[src/rtl/mem_stage_pkg.sv]
// Shared widths, memory-op encodings and MEM/WB register layout for the memory-access stage.
package mem_stage_pkg;

    localparam int PC_WIDTH          = 32;
    localparam int WORD_WIDTH        = 32;
    localparam int GPR_ADDR_WIDTH    = 5;
    localparam int DATA_WIDTH_MEM_OP = 4;

    localparam logic [DATA_WIDTH_MEM_OP-1:0] MEM_OP_NOP = 4'd0;
    localparam logic [DATA_WIDTH_MEM_OP-1:0] MEM_OP_LB  = 4'd1;
    localparam logic [DATA_WIDTH_MEM_OP-1:0] MEM_OP_LH  = 4'd2;
    localparam logic [DATA_WIDTH_MEM_OP-1:0] MEM_OP_LW  = 4'd3;
    localparam logic [DATA_WIDTH_MEM_OP-1:0] MEM_OP_LBU = 4'd4;
    localparam logic [DATA_WIDTH_MEM_OP-1:0] MEM_OP_LHU = 4'd5;
    localparam logic [DATA_WIDTH_MEM_OP-1:0] MEM_OP_SB  = 4'd6;
    localparam logic [DATA_WIDTH_MEM_OP-1:0] MEM_OP_SH  = 4'd7;
    localparam logic [DATA_WIDTH_MEM_OP-1:0] MEM_OP_SW  = 4'd8;

    typedef struct packed {
        logic [PC_WIDTH-1:0]       pc;
        logic [31:0]               insn;
        logic                      en;
        logic                      gpr_we_;
        logic [GPR_ADDR_WIDTH-1:0] dst_addr;
        logic [WORD_WIDTH-1:0]     out;
    } memwb_t;

    // A bubble never writes the register file, so the active-low enable sits at 1.
    localparam memwb_t MEMWB_BUBBLE = '{pc: '0, insn: '0, en: 1'b0, gpr_we_: 1'b1,
                                        dst_addr: '0, out: '0};

    function automatic logic op_is_store(input logic [DATA_WIDTH_MEM_OP-1:0] op);
        return (op == MEM_OP_SB) || (op == MEM_OP_SH) || (op == MEM_OP_SW);
    endfunction

    function automatic logic op_misaligned(input logic [DATA_WIDTH_MEM_OP-1:0] op,
                                           input logic [1:0] lsb);
        case (op)
            MEM_OP_LH, MEM_OP_LHU, MEM_OP_SH: return lsb[0];
            MEM_OP_LW, MEM_OP_SW:             return |lsb;
            default:                          return 1'b0;
        endcase
    endfunction

endpackage

[src/rtl/mem_stage_load_align.sv]
// Load data alignment: picks the addressed byte/halfword lane of the bus word and extends it.
module mem_stage_load_align
    import mem_stage_pkg::*;
(
    input  logic [DATA_WIDTH_MEM_OP-1:0] mem_op,
    input  logic [1:0]                   lane,
    input  logic [WORD_WIDTH-1:0]        rdata,
    output logic [WORD_WIDTH-1:0]        load_data
);

    logic [7:0]  byte_sel;
    logic [15:0] half_sel;

    function automatic logic [WORD_WIDTH-1:0] sext8(input logic signed [7:0] v);
        return WORD_WIDTH'(v);
    endfunction

    function automatic logic [WORD_WIDTH-1:0] sext16(input logic signed [15:0] v);
        return WORD_WIDTH'(v);
    endfunction

    function automatic logic [WORD_WIDTH-1:0] zext8(input logic [7:0] v);
        return WORD_WIDTH'(v);
    endfunction

    function automatic logic [WORD_WIDTH-1:0] zext16(input logic [15:0] v);
        return WORD_WIDTH'(v);
    endfunction

    always_comb begin
        case (lane)
            2'd0:    byte_sel = rdata[7:0];
            2'd1:    byte_sel = rdata[15:8];
            2'd2:    byte_sel = rdata[23:16];
            default: byte_sel = rdata[31:24];
        endcase
        half_sel = lane[1] ? rdata[31:16] : rdata[15:0];
    end

    always_comb begin
        case (mem_op)
            MEM_OP_LB:  load_data = sext8(byte_sel);
            MEM_OP_LBU: load_data = zext8(byte_sel);
            MEM_OP_LH:  load_data = sext16(half_sel);
            MEM_OP_LHU: load_data = zext16(half_sel);
            default:    load_data = rdata;
        endcase
    end

endmodule

[src/rtl/mem_stage.sv]
// Memory-access stage: runs one load/store at a time on the req/gnt/rvalid data bus and
// fills the MEM/WB register, stalling upstream while a transaction is in flight.
module mem_stage
    import mem_stage_pkg::*;
(
    input  logic                         clk,
    input  logic                         rst_n,
    input  logic                         mem_flush,
    input  logic [PC_WIDTH-1:0]          ex_pc,
    input  logic [31:0]                  ex_insn,
    input  logic                         ex_en,
    input  logic [WORD_WIDTH-1:0]        ex_alu_out,
    input  logic                         ex_gpr_we_,
    input  logic [GPR_ADDR_WIDTH-1:0]    ex_dst_addr,
    input  logic [DATA_WIDTH_MEM_OP-1:0] ex_mem_op,
    input  logic [WORD_WIDTH-1:0]        ex_store_data,
    input  logic [3:0]                   ex_store_byteena,
    output logic                         mem_stall,
    output logic                         mem_misaligned,
    output logic                         dbus_req,
    output logic [WORD_WIDTH-1:0]        dbus_addr,
    output logic                         dbus_we,
    output logic [3:0]                   dbus_be,
    output logic [WORD_WIDTH-1:0]        dbus_wdata,
    input  logic                         dbus_gnt,
    input  logic                         dbus_rvalid,
    input  logic [WORD_WIDTH-1:0]        dbus_rdata,
    output logic [PC_WIDTH-1:0]          mem_pc,
    output logic [31:0]                  mem_insn,
    output logic                         mem_en,
    output logic                         mem_gpr_we_,
    output logic [GPR_ADDR_WIDTH-1:0]    mem_dst_addr,
    output logic [WORD_WIDTH-1:0]        mem_out
);

    typedef enum logic [1:0] {
        ST_IDLE,
        ST_REQ,
        ST_RESP
    } state_t;

    state_t                state;
    logic                  drop;
    logic                  is_mem;
    logic                  is_store;
    logic                  misaligned;
    logic                  acc;
    logic                  acc_pending;
    logic                  rsp_done;
    logic [WORD_WIDTH-1:0] load_data;
    memwb_t                wb_q;
    memwb_t                wb_next;

    assign is_mem     = (ex_mem_op != MEM_OP_NOP);
    assign is_store   = op_is_store(ex_mem_op);
    assign misaligned = ex_en & is_mem & op_misaligned(ex_mem_op, ex_alu_out[1:0]);

    // Gated by rst_n so that request/stall read as idle for the whole reset window.
    assign acc         = rst_n & ex_en & is_mem & ~misaligned & ~mem_flush;
    assign rsp_done    = (state == ST_RESP) & dbus_rvalid;
    assign acc_pending = ((state == ST_IDLE) & acc) | (state != ST_IDLE);
    assign mem_stall   = acc_pending & ~rsp_done;

    assign mem_misaligned = rst_n & (state == ST_IDLE) & misaligned & ~mem_flush;

    assign dbus_req   = ((state == ST_IDLE) & acc) | (state == ST_REQ);
    assign dbus_addr  = {ex_alu_out[WORD_WIDTH-1:2], 2'b00};
    assign dbus_we    = is_store;
    assign dbus_be    = is_store ? ex_store_byteena : 4'b1111;
    assign dbus_wdata = ex_store_data;

    mem_stage_load_align u_load_align (
        .mem_op    (ex_mem_op),
        .lane      (ex_alu_out[1:0]),
        .rdata     (dbus_rdata),
        .load_data (load_data)
    );

    // A flush seen after the grant cannot cancel the bus cycle; drop remembers to discard it.
    always_ff @(posedge clk or negedge rst_n) begin
        if (!rst_n) begin
            state <= ST_IDLE;
            drop  <= 1'b0;
        end else begin
            case (state)
                ST_IDLE: begin
                    drop <= 1'b0;
                    if (acc) begin
                        state <= dbus_gnt ? ST_RESP : ST_REQ;
                    end
                end
                ST_REQ: begin
                    if (dbus_gnt) begin
                        state <= ST_RESP;
                        drop  <= mem_flush;
                    end else if (mem_flush) begin
                        state <= ST_IDLE;
                    end
                end
                ST_RESP: begin
                    if (dbus_rvalid) begin
                        state <= ST_IDLE;
                        drop  <= 1'b0;
                    end else if (mem_flush) begin
                        drop <= 1'b1;
                    end
                end
                default: begin
                    state <= ST_IDLE;
                    drop  <= 1'b0;
                end
            endcase
        end
    end

    always_comb begin
        wb_next = MEMWB_BUBBLE;
        if (!(mem_stall | mem_flush)) begin
            if (rsp_done) begin
                if (!drop) begin
                    wb_next.pc       = ex_pc;
                    wb_next.insn     = ex_insn;
                    wb_next.en       = ex_en;
                    wb_next.gpr_we_  = is_store ? 1'b1 : ex_gpr_we_;
                    wb_next.dst_addr = ex_dst_addr;
                    wb_next.out      = is_store ? ex_alu_out : load_data;
                end
            end else if (!misaligned) begin
                wb_next.pc       = ex_pc;
                wb_next.insn     = ex_insn;
                wb_next.en       = ex_en;
                wb_next.gpr_we_  = ex_gpr_we_;
                wb_next.dst_addr = ex_dst_addr;
                wb_next.out      = ex_alu_out;
            end
        end
    end

    // MEM/WB pipeline register boundary
    always_ff @(posedge clk or negedge rst_n) begin
        if (!rst_n) begin
            wb_q <= MEMWB_BUBBLE;
        end else begin
            wb_q <= wb_next;
        end
    end

    assign mem_pc       = wb_q.pc;
    assign mem_insn     = wb_q.insn;
    assign mem_en       = wb_q.en;
    assign mem_gpr_we_  = wb_q.gpr_we_;
    assign mem_dst_addr = wb_q.dst_addr;
    assign mem_out      = wb_q.out;

endmodule
[config.mk]
export PLATFORM = sky130hd
export DESIGN_NAME = mem_stage
export DESIGN_NICKNAME = d
export VERILOG_FILES = /design/src/rtl/mem_stage_pkg.sv /design/src/rtl/mem_stage_load_align.sv /design/src/rtl/mem_stage.sv
export SDC_FILE = /design/constraint.sdc
export NUM_CORES = 1
export LEC_CHECK = 0
export BUFFER_PORTS_ARGS = -buffer_cell sky130_fd_sc_hd__clkbuf_2
export CAP_MARGIN = 15
export CORE_AREA = 2 2 139 141
export CTS_CLUSTER_SIZE = 8
export DETAILED_ROUTE_END_ITERATION = 12
export DIE_AREA = 0 0 141 143
export PLACE_DENSITY = 0.61
export SYNTH_ARGS = -nofsm -noshare
export SYNTH_HDL_FRONTEND = slang
export SYNTH_SLANG_ARGS = --single-unit
[constraint.sdc]
create_clock -name clk -period 2.5 [get_ports clk]
set_input_delay 0.125 -clock clk [delete_from_list [all_inputs] [get_ports clk]]
set_output_delay 0.125 -clock clk [all_outputs]
set_load 0.01 [all_outputs]
Yosys cells after proc, flatten, opt, wreduce, memory -nomap -nowiden:

Index checks and enable logic that the tools add are counted.

* input bits: 180
* bits in registers: 106
* word-level logic and storage cells: 75
* output and inout port bits: 175

* eq/ne operators: 17
* mux-type cells: 21
* reductions and logical operators: 11
* bitwise logic cells: 18

Operators by type and width (number)
* two-way mux 103 bit: 4
* one-hot mux 32 bit (4 select lines): 1
* two-way mux 32 bit: 1
* one-hot mux 8 bit (3 select lines): 1
* equality test 4 x 3 -> 1 bit (second input constant): 4
* two-way mux 16 bit: 1
* bitwise AND 1 bit: 12
* two-way mux 2 bit: 5
* equality test 4 x 2 -> 1 bit (second input constant): 2
* != test 2 bit (second input constant): 3
* != test 3 bit (second input constant): 2
* one-hot mux 2 bit (3 select lines): 1
* equality test 2 x 1 -> 1 bit (second input constant): 2
* equality test 2 bit (second input constant): 2
* equality test 4 x 1 -> 1 bit (second input constant): 1
* equality test 4 bit (second input constant): 1
* zero test 2 bit: 2
* two-way mux 1 bit: 4
* two-way mux 4 bit: 1
* one-hot mux 1 bit (2 select lines): 2
* nonzero test 4 bit: 1
* OR reduction 2 bit: 2
* NOT 1 bit: 3
* OR 1 bit: 3
* 5 further kinds: 6

Depth between registers and ports, before layout:

Gate-level depths: netlist of run 1.

* depth in word-level cells: 12
* depth in mapped cells: 9

Hierarchy:

From an unflattened synthesis of run 1, not the netlist that was laid out.

* cells, all modules: 599
* area, all modules: 6466.2 um^2

By module, submodules not included
* mem_stage: instances 1, area an instance 5645.4 um^2, cells an instance 506
* mem_stage_load_align: instances 1, area an instance 820.8 um^2, cells an instance 93

Worst setup path after synthesis of run 1:

No wires, ideal clock.

* path type: register -> register
* start point: register state[0]
* end point: register wb_q, in the netlist mem_out[22]
* clock period less this slack: 1786 ps
* arrival time: 1708 ps
* stages on the path, launching flop included: 10
* path slack: 714 ps
* library setup time: 78 ps
* data required time: 2422 ps
* cell sequence: dfrtp_1 -> inv_1 -> ha_1 -> nor2b_1 -> nand2_1 -> nor3_1 -> o2bb2ai_2 -> a21o_4 -> buf_4 -> o2bb2ai_1

RTL lines
* from (decl): RTL line mem_stage.sv:42 `state_t state;`
* from (signal assigned): RTL line mem_stage.sv:89 `state <= dbus_gnt ? ST_RESP : ST_REQ;`
* to (signal assigned): RTL line mem_stage.sv:144 `wb_q <= wb_next;`
* to (decl): RTL line mem_stage.sv:51 `memwb_t wb_q;`

Final worst setup path of run 1:

* start point: input rst_n
* end point: output dbus_req

* longest elaborated chain between the ends: 6

RTL lines
* from (decl): RTL line mem_stage.sv:7 `input logic rst_n,`
* bitwise AND 1 bit (4 in series): RTL line mem_stage.sv:59 `assign acc = rst_n & ex_en & is_mem & ~misaligned & ~mem_flush;`
* bitwise AND 1 bit: RTL line mem_stage.sv:66 `assign dbus_req = ((state == ST_IDLE) & acc) | (state == ST_REQ);`
* OR 1 bit: RTL line mem_stage.sv:66
* to (decl): RTL line mem_stage.sv:20 `output logic dbus_req,`

No other way between the ends.

==> results.cfg, run 1 <==
[status]
outcome = finished clean

[place]
place_worst_setup_slack_ns = 0.318
hpwl_um = 14500
place.gp.congestion = 0.840
placement.io_buffers = 288

[cells_and_area]
antennaDiodeCount = 0
final_layout_size_suffix_gt1_share_pct = 41.0
num-fill-cells = 1776
fin_nets = 1015
layout-area-overhead-vs-synth_pct = 42.4

[min_path]
min_path_type = primary input to flip-flop
launch_instance_of_the_worst_min_delay_path = ex_alu_out[17]

[clock_network]
clock_pin_slew_worst_setup_and_hold_paths_ns = 0.08
cts_tree = done
postCtsSetupRepairBufs = 0
post_cts_resized = 0
tritoncts.num_buffers = 9
cts_num_sinks = 106
cts_max_path_buffers = 2
cts_hold_repair.buffers = 86
clockRootBuffer = sky130_fd_sc_hd__clkbuf_16
ctsHtreeMaxLevel = 3
clk-insertion-delay-late_ns = 0.36

[detailed_routing]
top_layer_used = met4
detail_route.drc_violations = 0
drt_wl_total_um = 19800
route.antenna.remaining_nets = 0
routed_via_density = 4.73
drtPass1Iterations = 4
detail_route.wirelength.met1_um = 7760
dr_total_vias = 5066
wl_met3_um = 1380
drt_first_iter_violations = 323
wl_per_cell_um = 18.5
met2WireLength_um = 10100

[critical_path]
setup.worst_path.start_class = primary input
critPathArrivalTime_ns = 2.06
crit_path_end_kind = output pin
path_class = primary input to output pin
startpoint = rst_n
crit-reg2reg-launch = state[1]
timing.critical_path.required_ns = 2.38
timing.critical_path.fanout_max = 42

[grt]
grt_pass1_wl_um = 29200
globalRoute.totalOverflow = 0
grt_start_max_net_pins = 71
groute.usage.overall_pct = 18.9
first_global_vias = 5085
antenna_violations_before_repair = 0

[floorplanning]
core_area_um2 = 18600
floorplan.die.height_um = 143
floorplan.rows = 50
fp.dieArea_um2 = 20200
floorplan.die.width_um = 141
floorplan.initialDensity_pct = 29.8
boundaryPins = 355

[yosys]
synth_top_cells_by_count = 105 x sky130_fd_sc_hd__dfrtp_1, 71 x sky130_fd_sc_hd__and2_1, 66 x sky130_fd_sc_hd__buf_4
netlist.area_leader.share_pct = 47.5
async_flop_share_pct = 100
synth.distinct_cells = 59
yosysTopAreaCell = sky130_fd_sc_hd__dfrtp_1
ys.flop_type = sky130_fd_sc_hd__dfrtp_1
cell_with_the_most_instances_after_synthesis = sky130_fd_sc_hd__dfrtp_1
synthesis.area_per_instance_um2 = 10.5
synth-edff-count = 0
postSynthRegisterBits = 106
synthesis.instances = 527
yosys_warnings = 0
synth_top_cells_by_area = sky130_fd_sc_hd__dfrtp_1 47%, sky130_fd_sc_hd__buf_4 9.0%, sky130_fd_sc_hd__and2_1 8.0%
synth_sequential_area_ratio_pct = 48.0
post_synth_instance_area_um2 = 5530

[sta]
setup-tns-final_ns = 0
final_report_max_slew_violation_count = 0
timing.final.ws_setup_ns = 0.313
worst_pin_slew_ns = 0.939
fin_worst_skew_ns = 0.0123
fmax_mhz = 457
final_min_period_over_clock_period_pct = 87.5
timing.max_slew.rel_slack_pct = 37.3
hold_viol_final = 0
setup_repair_after_global_routing_missed_its_margin = no
min_cycle_time_layout_ns = 2.19
setup-violations-final = 0

[run]
cap_viol_max_count = 0

[power]
leakage_power_of_the_design_nw = 4.09
ir_drop_mv = 0.259
power-per-cell-area_nw_per_um2 = 701
==> per-stage QoR <==
stage / utilization, % / cells / hold slack (ns) / cell area [µm²] / power (mW)
after floorplan: - / 528 / -0.171 / 5540 / 3.30
after global placement: 36.1 / 969 / 0.0552 / 6700 / 3.92
after detailed placement: 36.1 / 969 / 0.0560 / 6700 / 3.94
after CTS: 42.4 / 1071 / 0.000401 / 7880 / 5.61
after global routing: 42.4 / 1071 / 0.0142 / 7880 / 5.87
final: 42.4 / 1071 / 0.0179 / 7880 / 5.53
==> layer usage <==
| metal | vias up | GRT usage [%] |
|---|---|---|
| met1 | 2400 | 21.1 |
| met2 | 239 | 34.4 |
| met3 | 48 | 5.20 |
| met5 | - | 0 |
| li1 | 2379 | - |
| met4 | 0 | 7.00 |
==> cell type report <==
| cell class | count | area (µm²) | share of cell area, % |
|---|---|---|---|
| clock buffers | 9 | 225 | 2.86 |
| clock inverters | 7 | 95.1 | 1.21 |
| inverters | 6 | 22.5 | 0.286 |
| multi-input cells | 320 | 2170 | 27.6 |
| flip-flops and latches | 106 | 2650 | 33.7 |
| well taps | 234 | 293 | 3.71 |
| repair buffers | 389 | 2420 | 30.7 |
==> cell usage in the layout, fill, tap and decap left out, drive strengths merged, types with 9 or more instances in the layout <==
| cell | count |
|---|---|
| o2bb2ai | 17 |
| nand2 | 43 |
| a21oi | 20 |
| buf | 16 |
| dfrtp | 105 |
| o211ai | 9 |
| o21ai | 21 |
| nand3 | 10 |
| nor2 | 25 |
| a221o | 9 |
| dlygate4sd3 | 86 |
| clkbuf | 296 |
| a31oi | 9 |
| and2 | 73 |
==> final timing paths <==
check	end	slack (ns)	cells after the start
hold / removal	mem_out[17]	0.02	2
max in group asynchronous	mem_pc[1]	1.37	3
hold reg to reg	state[0]	0.58	1
setup / recovery	dbus_req	0.31	6
min in group asynchronous	mem_out[16]	0.21	2
setup reg to reg	mem_out[6]	0.39	9
==> logic make-up (layout without fill, tap and decap cells) <==
family / count (synthesis) / count (layout) / share of synthesized area, %
AO/OA/AOI/OAI: 117 / 117 / 15.8
XOR/XNOR: 2 / 2 / 0.317
adder cells (fa/ha/maj): 3 / 3 / 0.678
buffers and inverters: 102 / 411 / 12.9
flip-flops: 106 / 106 / 48.0
multiplexers: 12 / 12 / 3.82
other: 1 / 2 / 0.0678
AND/OR/NAND/NOR: 184 / 184 / 18.4
==> worst max-delay path, stage by stage <==
cell	delay [ns]
sky130_fd_sc_hd__dlygate4sd3_1	0.53
sky130_fd_sc_hd__buf_4	0.32
sky130_fd_sc_hd__buf_4	0.52
sky130_fd_sc_hd__nand3_1	0.21
sky130_fd_sc_hd__o21bai_1	0.19
sky130_fd_sc_hd__clkbuf_2	0.15
==> flip-flops by register name, indices dropped and copies added, names as in the netlist <==
| register | count |
|---|---|
| mem_dst_addr | 5 |
| mem_insn | 32 |
| mem_out | 32 |
| mem_en | 1 |
| drop | 1 |
| mem_gpr_we_ | 1 |
| mem_pc | 32 |
| state | 2 |
==> where the power goes <==
group	internal, mW	total, mW	switching, mW
sequential	2.03	2.14	0.109
clock	0.808	1.52	0.713
combinational	0.817	1.86	1.05
Note: power is estimated with default switching activity, not from simulation.
==> run 2: changes to the inputs <==
--- a/config.mk
+++ b/config.mk
@@ -7,11 +7,13 @@
 export LEC_CHECK = 0
 export BUFFER_PORTS_ARGS = -buffer_cell sky130_fd_sc_hd__clkbuf_2
 export CAP_MARGIN = 15
-export CORE_AREA = 2 2 139 141
+export CELL_PAD_IN_SITES_DETAIL_PLACEMENT = 1
+export CELL_PAD_IN_SITES_GLOBAL_PLACEMENT = 1
+export CORE_AREA = 2 2 137 139
 export CTS_CLUSTER_SIZE = 8
 export DETAILED_ROUTE_END_ITERATION = 12
-export DIE_AREA = 0 0 141 143
-export PLACE_DENSITY = 0.61
+export DIE_AREA = 0 0 139 141
+export PLACE_DENSITY = 0.82
 export SYNTH_ARGS = -nofsm -noshare
 export SYNTH_HDL_FRONTEND = slang
 export SYNTH_SLANG_ARGS = --single-unit
==> constraint.sdc (replaced) <==
create_clock -name clk -period 2.6 [get_ports clk]
set_input_delay 0.13 -clock clk [delete_from_list [all_inputs] [get_ports clk]]
set_output_delay 0.13 -clock clk [all_outputs]
set_load 0.01 [all_outputs]
==> results.cfg, run 2 (synthesis results as in run 1) <==
[critical_path]
timing.critical_path.fanout_max = 12
crit_path_end_kind = flip-flop
cell_with_the_biggest_individual_delay_on_the_critical_path = sky130_fd_sc_hd__o2bb2ai_2
setup.worst_path.start_class = flip-flop
timing.critical_path.required_ns = 2.87
endpoint = mem_out[6]
critPathMaxStageDelay_ns = 0.60
startpoint = state[1]
critPathArrivalTime_ns = 2.57
rr_endpoint = mem_out[6]
worstRegToRegCells = 8
path_class = flip-flop to flip-flop
crit-reg2reg-launch = state[1]
regToRegSetupSlack_ns = 0.31
list_of_cells_traversed_by_the_critical_path = inv_1 > ha_1 > nor2b_1 > nand2_1 > o2bb2ai_2 > buf_4 > a311oi_1 > a21oi_1

[detailed_routing]
drt_first_iter_violations = 318
routed_via_density = 4.90
drtPass1Iterations = 6
detail_route.drc_violations = 0
wl_per_cell_um = 20.1
dr_total_vias = 5183
route.antenna.remaining_nets = 0
drt_wl_total_um = 21300

[clock_network]
postCtsSetupRepairBufs = 0
cts_num_sinks = 106
cts_max_path_buffers = 2
clk-insertion-delay-late_ns = 0.36
tritoncts.num_buffers = 9
ctsHtreeMaxLevel = 3
cts_tree = done
clock_pin_slew_worst_setup_and_hold_paths_ns = 0.08
clockRootBuffer = sky130_fd_sc_hd__clkbuf_16

[grt]
first_global_vias = 5644
globalRoute.totalOverflow = 0
grt_pass1_wl_um = 32100
antenna_violations_before_repair = 0
grt_start_max_net_pins = 71
groute.usage.overall_pct = 21.3

[cells_and_area]
final_common_cell = sky130_fd_sc_hd__clkbuf_2
multi_input_comb_area_um2 = 2170
layout-area-overhead-vs-synth_pct = 40.3
antennaDiodeCount = 0
most-common-layout-cells = 287 x sky130_fd_sc_hd__clkbuf_2, 105 x sky130_fd_sc_hd__dfrtp_1, 73 x sky130_fd_sc_hd__dlygate4sd3_1, 71 x sky130_fd_sc_hd__and2_1, 43 x sky130_fd_sc_hd__nand2_1
final_layout_size_suffix_gt1_share_pct = 41.6
num-fill-cells = 2151
fin_nets = 1002
post-route-cell-area_um2 = 7760
regArea_um2 = 2650

[floorplanning]
floorplan.rows = 50
boundaryPins = 355
floorplan.die.width_um = 139
floorplan.initialDensity_pct = 30.3
core_area_um2 = 18300
floorplan.die.height_um = 141
fp.dieArea_um2 = 19600

[sta]
setup-tns-final_ns = 0
timing.max_slew.rel_slack_pct = 35.8
hold_viol_final = 0
fmax_mhz = 436
final_min_period_over_clock_period_pct = 88.3
worst_pin_slew_ns = 0.960
final_report_max_slew_violation_count = 0
setup_repair_after_global_routing_missed_its_margin = no
min_cycle_time_layout_ns = 2.29
fin_worst_skew_ns = 0.0129
setup-violations-final = 0

[power]
leakage_power_of_the_design_nw = 4.04
power-per-cell-area_nw_per_um2 = 694
ir_drop_mv = 0.314

[min_path]
min_path_type = primary input to flip-flop

[place]
postPlaceCellArea_um2 = 6700
place.gp.congestion = 0.833
hpwl_um = 14900
placement.io_buffers = 288

[status]
outcome = finished clean

[run]
cap_viol_max_count = 0
## run 2: cell types whose count changed in the layout (fill, tap and decap cells not counted), sizes merged
cell         change
inv              -1
clkinv           +1
dlygate4sd3     -13
## run 2: critical path: cells and delay by family (launching register included)
family | cells | cell delay, ns
AND/OR/NAND/NOR | 2 | 0.31
buffers and inverters | 2 | 0.39
adder cells (fa/ha/maj) | 1 | 0.28
AO/OA/AOI/OAI | 3 | 0.82
flip-flops | 1 | 0.41
## run 2: layout make-up
cell class | count | share of cell area (%)
clock buffer | 9 | 2.90
clock inverter | 7 | 1.39
multi-input combinational | 320 | 28.0
sequential | 106 | 34.2
timing repair buffer | 376 | 29.5
inverter | 6 | 0.290
tap | 234 | 3.77
## run 2: what timing repair did
| item | CTS | global route |
|---|---|---|
| hold endpoints to repair | 112 | 0 |
| gates resized for setup | 0 | 0 |
| hold buffers | 73 | 0 |
## run 2: through the flow
stage | utilization (%) | power (mW) | hold slack, ns | setup WS [ns] | cells
after floorplan | - | 3.17 | -0.166 | 0.814 | 528
after detailed placement | 36.7 | 3.80 | 0.260 | 0.340 | 969
after CTS | 42.5 | 5.43 | 0.0000329 | 0.350 | 1058
after global routing | 42.5 | 5.70 | 0.00467 | 0.125 | 1058
after global placement | 36.7 | 3.73 | 0.260 | 0.446 | 969
final | 42.5 | 5.39 | 0.00583 | 0.305 | 1058
## run 2: worst min path at each step
stage                endpoint              start  cells after the start
3_5_place_dp   dbus_wdata[12]  ex_store_data[12]                      0
3_3_place_gp   dbus_wdata[12]  ex_store_data[12]                      0
2_1_floorplan            drop              rst_n                      0
5_1_grt            mem_out[7]      ex_alu_out[7]                      2
4_1_cts           mem_out[18]     ex_alu_out[18]                      2
6_report           mem_pc[24]          ex_pc[24]                      2
## run 2: report_power, final
part	internal [mW]	switching, mW	total (mW)
sequential	1.96	0.108	2.06
clock	0.786	0.723	1.51
combinational	0.769	1.04	1.81
## run 2: routing by layer
metal,global-route usage (%),vias up,share of wire [%],routed length (µm)
li1,-,2344,-,-
met1,24.2,2563,38,8070
met2,38.5,223,52,11100
met3,4.45,53,6.5,1390
met4,9.36,0,3.6,765
met5,0,-,0,0
